## src/rtl/grn_attractor_ctrl.sv

```systemverilog
// Sequencer for a bank of two-phase Boolean-network nodes: loads an initial state,
// finds an attractor with tortoise/hare stepping, then measures its period.
module grn_attractor_ctrl #(
  parameter int unsigned N_NODES   = 8,
  parameter int unsigned STEP_W    = 16,
  parameter int unsigned MAX_STEPS = 1000
) (
  input  logic                clk,
  input  logic                rst_n,
  input  logic                start,
  input  logic                abort,
  input  logic [N_NODES-1:0]  init_vec,
  input  logic [N_NODES-1:0]  s0_vec,
  input  logic [N_NODES-1:0]  s1_vec,
  output logic                reset_nos,
  output logic [N_NODES-1:0]  init_state,
  output logic                start_s0,
  output logic                start_s1,
  output logic                busy,
  output logic                done,
  output logic                timeout,
  output logic [STEP_W-1:0]   meet_step,
  output logic [STEP_W-1:0]   period,
  output logic [N_NODES-1:0]  attractor
);

  typedef enum logic [2:0] {StIdle, StLoad, StFind, StPeriod, StDone} state_e;

  localparam logic [STEP_W-1:0] MaxSteps = STEP_W'(MAX_STEPS);

  state_e               state_q, state_d;
  logic [STEP_W-1:0]    step_q, step_d;
  logic [STEP_W-1:0]    per_q, per_d;
  logic [STEP_W-1:0]    meet_q, meet_d;
  logic [STEP_W-1:0]    period_q, period_d;
  logic [N_NODES-1:0]   attr_q, attr_d;
  logic [N_NODES-1:0]   init_q, init_d;
  logic                 timeout_q, timeout_d;
  logic                 find_match, per_match;

  // Hare and tortoise are only comparable on even steps, when both have moved.
  assign find_match = !step_q[0] && (step_q >= STEP_W'(2)) && (s0_vec == s1_vec);
  assign per_match  = (per_q != '0) && (s1_vec == attr_q);

  always_comb begin
    state_d   = state_q;
    step_d    = step_q;
    per_d     = per_q;
    meet_d    = meet_q;
    period_d  = period_q;
    attr_d    = attr_q;
    init_d    = init_q;
    timeout_d = timeout_q;
    reset_nos = 1'b0;
    start_s0  = 1'b0;
    start_s1  = 1'b0;
    if (abort) begin
      state_d = StIdle;
    end else begin
      unique case (state_q)
        StIdle, StDone: begin
          if (start) begin
            init_d  = init_vec;
            state_d = StLoad;
          end
        end
        StLoad: begin
          reset_nos = 1'b1;
          step_d    = '0;
          per_d     = '0;
          timeout_d = 1'b0;
          state_d   = StFind;
        end
        StFind: begin
          if (find_match) begin
            meet_d  = step_q;
            attr_d  = s1_vec;
            per_d   = '0;
            state_d = StPeriod;
          end else if (step_q == MaxSteps) begin
            timeout_d = 1'b1;
            meet_d    = step_q;
            state_d   = StDone;
          end else begin
            start_s0 = 1'b1;
            start_s1 = 1'b1;
            step_d   = step_q + STEP_W'(1);
          end
        end
        StPeriod: begin
          if (per_match) begin
            period_d = per_q;
            state_d  = StDone;
          end else if (per_q == MaxSteps) begin
            timeout_d = 1'b1;
            period_d  = per_q;
            state_d   = StDone;
          end else begin
            start_s1 = 1'b1;
            per_d    = per_q + STEP_W'(1);
          end
        end
        default: state_d = StIdle;
      endcase
    end
  end

  always_ff @(posedge clk) begin
    if (!rst_n) begin
      state_q   <= StIdle;
      step_q    <= '0;
      per_q     <= '0;
      meet_q    <= '0;
      period_q  <= '0;
      attr_q    <= '0;
      init_q    <= '0;
      timeout_q <= 1'b0;
    end else begin
      state_q   <= state_d;
      step_q    <= step_d;
      per_q     <= per_d;
      meet_q    <= meet_d;
      period_q  <= period_d;
      attr_q    <= attr_d;
      init_q    <= init_d;
      timeout_q <= timeout_d;
    end
  end

  assign busy       = (state_q == StLoad) || (state_q == StFind) || (state_q == StPeriod);
  assign done       = (state_q == StDone);
  assign timeout    = timeout_q;
  assign meet_step  = meet_q;
  assign period     = period_q;
  assign attractor  = attr_q;
  assign init_state = init_q;

endmodule
```

## config.mk

```make
export PLATFORM = sky130hd
export DESIGN_NAME = grn_attractor_ctrl
export DESIGN_NICKNAME = d
export VERILOG_FILES = /design/src/rtl/grn_attractor_ctrl.sv
export SDC_FILE = /design/constraint.sdc
export NUM_CORES = 1
export LEC_CHECK = 0
export BUFFER_PORTS_ARGS = -buffer_cell sky130_fd_sc_hd__buf_2
export CORE_ASPECT_RATIO = 0.6
export CORE_MARGIN = 10
export CORE_UTILIZATION = 40
export CTS_CLUSTER_DIAMETER = 80
export DETAILED_ROUTE_END_ITERATION = 16
export SYNTH_ARGS = -nofsm -noshare
export SYNTH_HDL_FRONTEND = slang
export SYNTH_SLANG_ARGS = --single-unit
```

## constraint.sdc

```tcl
create_clock -name clk -period 3.5 [get_ports clk]
set_input_delay 1.05 -clock clk [delete_from_list [all_inputs] [get_ports clk]]
set_output_delay 1.05 -clock clk [all_outputs]
set_load 0.02 [all_outputs]
```

# [After elaboration in Yosys (flattened, before gate mapping)]
# Index checks and enable logic that the tools add are counted.
[classes] addsub=2 n_mul=0 div=0 n_lt_le_gt_ge=1 eq_ne=18 n_shift=0 mux=32 bitwise=2 n_reduce_logical=22
[op_table] cell="16-bit 2-to-1 mux" count=9
[op_table] cell="16-bit one-hot mux with 3 select lines" count=1
[op_table] cell="16-bit by 1-bit adder with 16-bit output (second input constant)" count=2
[op_table] cell="16-bit by 10-bit == test with 1-bit output (second input constant)" count=2
[op_table] cell="16-bit one-hot mux with 2 select lines" count=1
[op_table] cell="8-bit == test" count=2
[op_table] cell="16-bit by 2-bit >= comparator with 1-bit output (second input constant)" count=1
[op_table] cell="2-bit inequality test (second input constant)" count=8
[op_table] cell="16-bit nonzero test" count=1
[op_table] cell="3-bit 2-to-1 mux" count=5
[op_table] cell="3-bit AND reduction" count=5
[op_table] cell="1-bit 2-to-1 mux" count=13
[op_table] cell="3-bit one-hot mux with 4 select lines" count=1
[op_table] cell="3-bit by 2-bit == test with 1-bit output (second input constant)" count=2
[op_table] cell="3-bit inequality test (second input constant)" count=2
[op_table] cell="6-bit AND reduction" count=1
[op_table] cell="2-bit nonzero test" count=3
[op_table] cell="5-bit AND reduction" count=1
[op_table] cell="4-bit AND reduction" count=1
[op_table] cell="2-bit OR reduction" count=2
[op_table] cell="3-bit by 1-bit == test with 1-bit output (second input constant)" count=1
[op_table] cell="3-bit == test (second input constant)" count=1
[op_table] cell="1-bit logical AND" count=3
[op_table] cell="3-bit zero test" count=1
[op_table] cell="other kinds (6)" count=8
[word_totals] ff_bits=84 latch_bits=0 ram_bits=0 rom_bits=0 input_bits=28 output_inout_bits=54 elab_cells=85 memories=0

# [Logic depth before layout (Yosys ltp)]
# Gate-level depths: netlist (run 1).
[logic_depth] depth_word=6 ltp_mapped=10 depth_no_buf=8

# [Worst setup path after synthesis (run 1)]
# Ideal clock, no wire load.
[synth_timing] path_type="in2out" startpoint="in s1_vec[7]" endpoint="out start_s1" arrival_ns=2.345 required_ns=2.450 slack_ns=0.105 stages=7 path_buffers=1 cell_sequence="xor2_1 nor4_2 nand4_1 clkbuf_1 nand3_1 o21ai_0 nor2b_1"
[synth_between] elab_chain_len=5 word_cells_on_any_way=8 classes_between="eq/ne: 2; mux: 4; reduce/logical: 2"
[synth_rtl] element="from (decl)" line_no="14" source="input logic [N_NODES-1:0] s1_vec,"
[synth_rtl] element="8-bit == test, on equally long branches" line_no="43, 42"
[synth_rtl] element="1-bit logical AND, on equally long branches" line_no="43, 42"
[synth_rtl] element="1-bit 2-to-1 mux, on equally long branches" line_no="91, 75"
[synth_rtl] element="1-bit one-hot mux with 2 select lines *" line_no="60" source="unique case (state_q)"
[synth_rtl] element="1-bit 2-to-1 mux *" line_no="57" source="if (abort) begin"
[synth_rtl] element="to (decl)" line_no="18" source="output logic start_s1,"
# Every way passes the cells marked *; elsewhere a longest branch is shown, timed or not.

# [Final worst setup path (run 1)]
[layout_timing] startpoint="in s1_vec[5]" endpoint="out start_s1"
# Same word-level chain as after synthesis.

==> metrics, run 1 <==
status=finished clean; WP depth=8; Synth area leaders=dfxtp_1 41%, mux2i_1 8.9%, nor2b_1 5.9%, xor2_1 3.9%, nand2_1 3.4%; maximum fanout along the worst path=3; max-slew violations=0; nets@finish=570; slack of the critical path=0.0542 ns; initial drt markers=320; Slowest-stage cell, CP=nor4_2; Worst Path Arrival=2.40 ns; Port Buffers=81; # Max-Cap Violations=0; Initial Utilization=41.1%; initial antenna violation count=0; Setup crit start=s1_vec[5]; final WL=10.7 mm; CTS tree=built; Worst path top cell family by delay=simple AND/OR/NAND/NOR gates; number of global-route vias before repair=3,391; Leakage Power=0.00201 uW; Placed Cells=661; Main synth FF type=dfxtp_1; routed length on met1=5.27 mm; CP Launch Type=input pin; drt drc=0; # diodes=0; R2R cell count=7; CP Buf/Inv Count=2; R2R Setup Slk=0.75 ns; clock root buffer=clkbuf_16; gr usage total=14.4%; top-area cell type share of the netlist area=41.4%; PwrDens=406 mW/mm2; unique cell type count in the Yosys netlist=42; TritonCTS Sinks=84; largest net degree at the start of global routing=38; fin cells=675; hold slack=0.460 ns; Num CTS Buffers=9; Yosys reg bits=84; Final Setup Violations=0; slew margin rel.=26.9%; top-count cell post-synth=dfxtp_1; Achievable Freq=290 MHz; r2r endpoint=period[0]; top cells by count, synth=84 x dfxtp_1, 38 x nor2b_1, 37 x nand2_1; wire length on met3=991 um; final hold violation count=0; final RePlAce weighted congestion=0.888; clk_lat worst skew=0.34 ns; die width=150 um; core footprint=0.00988 mm2; Reg area=0.00168 mm2; area of the multi-input gates=0.00225 mm2; CP cell instances=buf_2 > xor2_1 > nor4_2 > nand4_1 > nand3_1 > o21ai_2 > nor2b_1 > buf_4; Layout area overhead=22.8%; top sig layer=met4; asr flop ratio synth=0%; reg2reg start=per_q[11]; critical path endpoint=start_s1; minimum clock period=3.45 ns; Final Core Density=50.5%; Routed wire per std cell=15.8 um; Synth area leader=dfxtp_1; Seq/Total Area, Yosys=41.4%; Setup CP Type=input pin to output pin; Hold Crit Class=flop to flop; antenna-violating nets left=0; total power=2030 uW; CP max stage delay=0.30 ns; Tcrit/Tclk final=98.5%; Critical Path Sink Type=output pin; height of the die=98.1 um; DIE AREA=0.0147 mm2; synthesized area=0.00406 mm2; WP data required=2.45 ns; Max VDD drop=238 uV; first-pass detailed-route iteration total=5; Top-Level Pins=82; Vias/cell=5.33; cts hold-fix bufs=0; clk_skew=0.00710 ns; Worst-path clk slew=0.06 ns; Mapped Cells=456; GRT overflow=0; H-tree depth=3; Synth Net Count=489; post-CTS setup buffer count=0; layout cells sized above 1=22.8%; CTS Buffer Depth=2; Routed met2 length=4.32 mm; first-pass GRT wire length=17.3 mm; # rows=28; Post-synth EDFFs=0; routed vias=3,595; slew at the pin with the worst max-slew slack=1.10 ns; DP HPWL=7.95 mm; FILL cells=985; Setup WS pre-CTS=-0.00438 ns; yosys warns=0; Avg Cell Area, Syn=8.91 um2
sequential cells by signal, summed over array words and instances, names as in the netlist:
signal,cells
per_q,16
state_q,3
timeout,1
meet_step,16
attractor,8
step_q,16
init_state,8
period,16
timing repair:
item,CTS,global route
endpoints found under the setup margin,1,2
pin swaps,0,5
gates resized for setup,2,12
worst min-delay path by stage:
stage / startpoint / to / slack, ns / cells after the start
2_1_floorplan: per_q[9] / per_q[9] / 0.46 / 2
3_3_place_gp: init_state[3] / init_state[3] / 0.45 / 2
3_5_place_dp: init_state[2] / init_state[2] / 0.46 / 2
4_1_cts: init_state[3] / init_state[3] / 0.47 / 2
5_1_grt: init_state[3] / init_state[3] / 0.49 / 2
6_report: init_state[3] / init_state[3] / 0.46 / 2
layer usage:
| layer | vias to the layer above | global-route usage (%) |
|---|---|---|
| met1 | 1676 | 19.7 |
| met5 | - | 0 |
| met2 | 129 | 19.8 |
| li1 | 1782 | - |
| met4 | 0 | 3.87 |
| met3 | 8 | 6.59 |
stage by stage:
stage,TNS (ns),cell area (um2)
global route,-0.00303,4990
CTS,0,4940
floorplan,0,4060
finish,0,4990
detailed placement,-0.00438,4650
global placement,0,4650
tightest hold or removal path: stages (launching register included):
cell      delay, ns
dfxtp_1        0.31
nand2_1        0.04
a21boi_0       0.06
cell families (layout without fill, tap and decap cells):
family                     count (synthesis)  count (layout)  synth area share, %
buffers and inverters                     35             119                 3.63
muxes                                     36              36                 8.87
AOI/OAI and AO/OA                         73              73                 11.5
DFF                                       84              84                 41.4
and+or+nand+nor                          195             195                 27.0
xor gates and xnor gates                  28              28                 6.04
adders and majority gates                  5               5                 1.54
report_power, final:
part           total (uW)  internal, uW  switching, uW
clock                 941           582            359
sequential            968           963           5.22
combinational         118          50.8           67.2
total                2030          1600            431
final cells by class:
type,instances,area share [%]
Sequential cell,84,33.8
Tap cell,135,3.39
Clock buffer,12,5.14
Multi-Input combinational cell,337,45.1
Clock inverter,2,0.702
Timing Repair Buffer,96,11.2
Inverter,9,0.677
cell usage in the layout, fill, tap and decap left out, types with 2 or more instances in the layout:
| master | instances |
|---|---|
| nor2b_1 | 38 |
| ha_1 | 5 |
| nor4_2 | 2 |
| inv_1 | 9 |
| and4_1 | 4 |
| o21ai_0 | 16 |
| or3_1 | 2 |
| o31ai_1 | 12 |
| xor2_1 | 17 |
| buf_6 | 4 |
| mux2i_1 | 36 |
| or2_2 | 2 |
| a21boi_0 | 17 |
| nor3_1 | 6 |
| nand2_1 | 37 |
| nand2b_1 | 3 |
| dfxtp_1 | 82 |
| nand3_1 | 18 |
| or4_1 | 14 |
| o21ai_2 | 2 |
| xnor2_1 | 10 |
| clkbuf_8 | 2 |
| buf_2 | 76 |
| clkbuf_16 | 9 |
| and3_1 | 9 |
| and2_1 | 5 |
| nor2_1 | 23 |
| buf_4 | 15 |
| a21oi_1 | 19 |
| dfxtp_2 | 2 |
| nor4_1 | 8 |
| nand3b_1 | 3 |
| nand4_1 | 16 |
Power figures use the tool's default switching activity.
==> run 2: changes to the inputs <==
--- a/config.mk
+++ b/config.mk
@@ -11,6 +11,7 @@
 export CORE_UTILIZATION = 40
 export CTS_CLUSTER_DIAMETER = 80
 export DETAILED_ROUTE_END_ITERATION = 16
+export RECOVER_POWER = 100
 export SYNTH_ARGS = -nofsm -noshare
 export SYNTH_HDL_FRONTEND = slang
 export SYNTH_SLANG_ARGS = --single-unit
==> run 2 against run 1 <==
Sequential power about the same. Cell count unchanged. Combinational power fell by 3%. Wire length rose by 0.56%. Worst setup slack barely moved. Cell area decreased by 1.9%. Non-clock buffer count did not move.
==> metrics, run 2 (synthesis gave the netlist of run 1 again) <==
final WL=10.7 mm; status=finished clean; Global Route met1 Usage=19.7%; initial antenna violation count=0; slew margin rel.=26.5%; Hold Crit Class=flop to flop; hold slack=0.463 ns; # rows=28; slack of the critical path=0.0538 ns; Layout area overhead=20.4%; initial drt markers=280; # diodes=0; routed vias=3,566; Setup CP Type=input pin to output pin; drt drc=0; busiest grt layer=met2; # Max-Cap Violations=0; PwrDens=414 mW/mm2; Tcrit/Tclk final=98.5%; first-pass detailed-route iteration total=4; largest net degree at the start of global routing=38; die width=150 um; Num CTS Buffers=9; CP Launch Type=input pin; CP cell instances=buf_2 > xor2_1 > nor4_2 > nand4_1 > nand3_1 > o21ai_2 > nor2b_1 > buf_4; DIE AREA=0.0147 mm2; Max VDD drop=235 uV; post-route cell area=0.00489 mm2; clock root buffer=clkbuf_16; sequential group share of total power=47.8%; clk_skew=0.00824 ns; antenna-violating nets left=0; clock power share=46.6%; unrepaired setup endpoints after global routing=no; switching share of power=21.4%; area of the multi-input gates=0.00225 mm2; minimum clock period=3.45 ns; CP Buf/Inv Count=2; commonest non-fill, non-tap cells in the layout=82 x dfxtp_1, 55 x clkbuf_1, 38 x nor2b_1, 37 x nand2_1, 36 x mux2i_1; commonest non-fill, non-tap cell in the layout=dfxtp_1; Port Buffers=81; logic gate share of total power=5.6%; TritonCTS Sinks=84; CP max stage delay=0.31 ns; first-pass GRT wire length=17.3 mm; nets@finish=570; Critical Path Sink Type=output pin; post-CTS setup buffer count=0; layout cells sized above 1=12.6%; net switching power=432 uW; maximum fanout along the worst path=3; Setup WS pre-CTS=-0.00438 ns; final hold violation count=0; Achievable Freq=290 MHz; Leakage Power=0.00176 uW; DP HPWL=7.95 mm; WP data required=2.45 ns; final RePlAce weighted congestion=0.888; cts hold-fix bufs=0; M3 GR Usage=6.59%; Area after DPL=0.00465 mm2; met2 usage in global routing=19.8%; CTS tree=built; gr usage total=14.4%; Slowest-stage cell, CP=nor4_2; Top-Level Pins=82; GRT overflow=0; Worst path top cell family by delay=simple AND/OR/NAND/NOR gates; Worst-path clk slew=0.06 ns; Final Setup Violations=0; Final Core Density=49.5%; max-slew violations=0; Initial Utilization=41.1%; Reg area=0.00168 mm2; Worst Path Arrival=2.40 ns; internal power=1590 uW; slew at the pin with the worst max-slew slack=1.10 ns; number of global-route vias before repair=3,391; Vias/cell=5.28; CTS Buffer Depth=2; H-tree depth=3; FILL cells=1,012; clk_lat worst skew=0.34 ns; height of the die=98.1 um; core footprint=0.00988 mm2; Routed wire per std cell=15.9 um
-- run 2: layout make-up --
| type | instances | area share [%] |
|---|---|---|
| Clock buffer | 12 | 5.24 |
| Sequential cell | 84 | 34.4 |
| Tap cell | 135 | 3.45 |
| Inverter | 9 | 0.691 |
| Multi-Input combinational cell | 337 | 46.0 |
| Timing Repair Buffer | 96 | 9.51 |
| Clock inverter | 2 | 0.716 |
-- run 2: power groups by stage --
stage	combinational [uW]	clock, uW	sequential, uW
after floorplan	63.6	0	993
after global placement	112	0	989
after detailed placement	114	0	989
after CTS	115	974	968
after global routing	125	1010	968
final	114	943	968
-- run 2: worst reg2reg max path, stage by stage, from the launching register on --
cell      delay (ns)
dfxtp_1         0.49
ha_1            0.20
nor4_1          0.04
nand4_1         0.18
nand4_1         0.18
clkbuf_4        0.19
buf_4           0.20
a21bo_1         0.21
clkbuf_2        0.32
or4_1           0.57
a21oi_1         0.15
-- run 2: repair_timing --
item                                   in CTS  in global routing
setup endpoints to repair                   1                  2
pin swaps                                   0                  5
endpoints found under the hold margin       0                  0
gates resized for setup                     2                 12
-- run 2: final timing paths --
check                        to  slack (ns)          start  cells past startpoint
setup / recovery       start_s1        0.05      s1_vec[5]                      8
hold reg to reg   init_state[2]        0.46  init_state[2]                      2
setup reg to reg       per_q[4]        0.68      step_q[1]                     10
hold / removal    init_state[2]        0.46  init_state[2]                      2
-- run 2: per-layer routing --
layer / share of wire, % / up-vias
met1: 50 / 1664
met5: 0 / -
li1: - / 1782
met3: 8.9 / 13
met2: 40 / 107
met4: 1.1 / 0
-- run 2: stage by stage --
stage	cells	setup TNS [ns]	power, uW
final	675	0	2020
after global routing	675	0	2100
after CTS	675	0	2060
after detailed placement	661	-0.00438	1100
after global placement	661	0	1100
after floorplan	456	0	1060
==> run 3: changes to the inputs <==
==> constraint.sdc (replaced) <==
create_clock -name clk -period 3.3 [get_ports clk]
set_input_delay 0.99 -clock clk [delete_from_list [all_inputs] [get_ports clk]]
set_output_delay 0.99 -clock clk [all_outputs]
set_load 0.02 [all_outputs]
==> run 3 against run 2 <==
Clock skew rose by 0.0012 ns. Via count up 1.4%. Largest cell class unchanged. Cell area up 4.6%. Clock-buffer cell count shrank 1. Critical path type is now flop to output pin. Sequential share of layout area down 1.5 points. Global-route usage up 0.16 points.
==> metrics, run 3 (synthesis gave the netlist of run 1 again) <==
CTS tree=built; net switching power=498 uW; minimum clock period=3.28 ns; CTS Buffer Depth=2; Setup CP Type=flop to output pin; hold slack=0.464 ns; Worst Min Path Start=init_state[5]; R2R cell count=7; clock root buffer=clkbuf_16; # Max-Cap Violations=0; total power=2340 uW; slew at the pin with the worst max-slew slack=1.06 ns; antenna-violating nets left=0; Routed wire per std cell=15.8 um; Vias/cell=5.25; height of the die=98.1 um; DP HPWL=7.83 mm; TritonCTS Sinks=84; setup_tns=0 ns; reg2reg start=per_q[14]; clk_lat worst skew=0.35 ns; Hold Path Depth=2; Placed Cells=667; nets@finish=582; commonest non-fill, non-tap cell in the layout=dfxtp_1; gr usage total=14.6%; Top-Level Pins=82; cts hold-fix bufs=0; max-slew violations=0; Leakage Power=0.00188 uW; # rows=28; clock power share=50.6%; DIE AREA=0.0147 mm2; sequential group share of total power=43.9%; Worst-path clk slew=0.07 ns; CP Launch Type=flop; number of global-route vias before repair=3,308; Layout area overhead=25.9%; Final Setup Violations=0; drt drc=0; maximum fanout along the worst path=2; internal power=1840 uW; final RePlAce weighted congestion=0.897; clk_skew=0.00940 ns; Critical Path Sink Type=output pin; Hold Crit Class=flop to flop; logic gate share of total power=5.5%; routed vias=3,616; Achievable Freq=304 MHz; WP data required=2.31 ns; FILL cells=937; status=finished clean; # diodes=0; final hold violation count=0; Num CTS Buffers=9; Min-Delay Endpoint=init_state[5]; final WL=10.9 mm; unrepaired setup endpoints after global routing=yes; initial drt markers=283; initial antenna violation count=0; Final Core Density=51.8%; fin cells=689; first-pass detailed-route iteration total=4; Worst Path Arrival=2.29 ns; core footprint=0.00988 mm2; largest net degree at the start of global routing=54; PwrDens=457 mW/mm2; commonest non-fill, non-tap cells in the layout=83 x dfxtp_1, 50 x clkbuf_1, 37 x nor2b_1, 37 x nand2_1, 36 x mux2i_1; R2R Setup Slk=0.61 ns; GRT overflow=0; slew margin rel.=29.3%; Max VDD drop=250 uV; layout cells sized above 1=16.6%; r2r endpoint=period[13]; Initial Utilization=41.1%; die width=150 um; H-tree depth=3; switching share of power=21.3%; Tcrit/Tclk final=99.5%; first-pass GRT wire length=17.4 mm; Port Buffers=81
==> run 3: routing by layer <==
metal,up-vias,GRT usage (%),part of all wire (%)
met5,-,0,0
li1,1813,-,-
met2,116,18.8,39
met3,11,7.00,9.5
met1,1676,20.8,51
met4,0,3.72,0.89
==> run 3: worst max-delay path by stage <==
| stage | startpoint | to | slack, ns | depth (start not counted) |
|---|---|---|---|---|
| floorplan | s1_vec[7] | start_s1 | 0.02 | 7 |
| global placement | s1_vec[7] | start_s1 | -0.02 | 8 |
| detailed placement | s1_vec[7] | start_s1 | -0.09 | 8 |
| CTS | s1_vec[1] | start_s1 | 0.003 | 8 |
| global route | per_q[14] | start_s1 | -0.04 | 7 |
| finish | per_q[14] | start_s1 | 0.02 | 7 |
==> run 3: power groups by stage <==
stage	registers (uW)	clock network [uW]	logic, uW
2_1_floorplan	1050	0	67.4
3_3_place_gp	1050	0	120
3_5_place_dp	1050	0	123
4_1_cts	1030	1210	125
5_1_grt	1030	1250	142
6_report	1030	1180	129
==> run 3: worst max-delay path, stage by stage, from the launching register on <==
cell     delay [ns]
dfxtp_1        0.31
or4_4          0.55
and4b_2        0.35
nor3_2         0.06
or2_4          0.24
o21ai_4        0.14
nor2b_4        0.16
buf_6          0.12
==> run 3: area by class of cell <==
| cell class | count | area (um2) | share of cell area, % |
|---|---|---|---|
| Timing Repair Buffer | 108 | 588 | 11.5 |
| Multi-Input combinational cell | 337 | 2290 | 44.8 |
| Sequential cell | 84 | 1680 | 32.9 |
| Inverter | 9 | 33.8 | 0.660 |
| Clock buffer | 11 | 243 | 4.75 |
| Tap cell | 135 | 169 | 3.30 |
| Clock inverter | 5 | 108 | 2.10 |
==> run 3: through the flow <==
step	area [um2]	worst slack (ns)
after global routing	5110	-0.0396
after CTS	5100	0.00343
after global placement	4690	-0.0167
final	5110	0.0158
after floorplan	4060	0.0248
after detailed placement	4690	-0.0918
==> run 3: timing repair <==
action                     CTS  global route
pin swaps                    5             6
setup endpoints to repair    2             2
buffers inserted             3             3
gates resized for setup     12            12
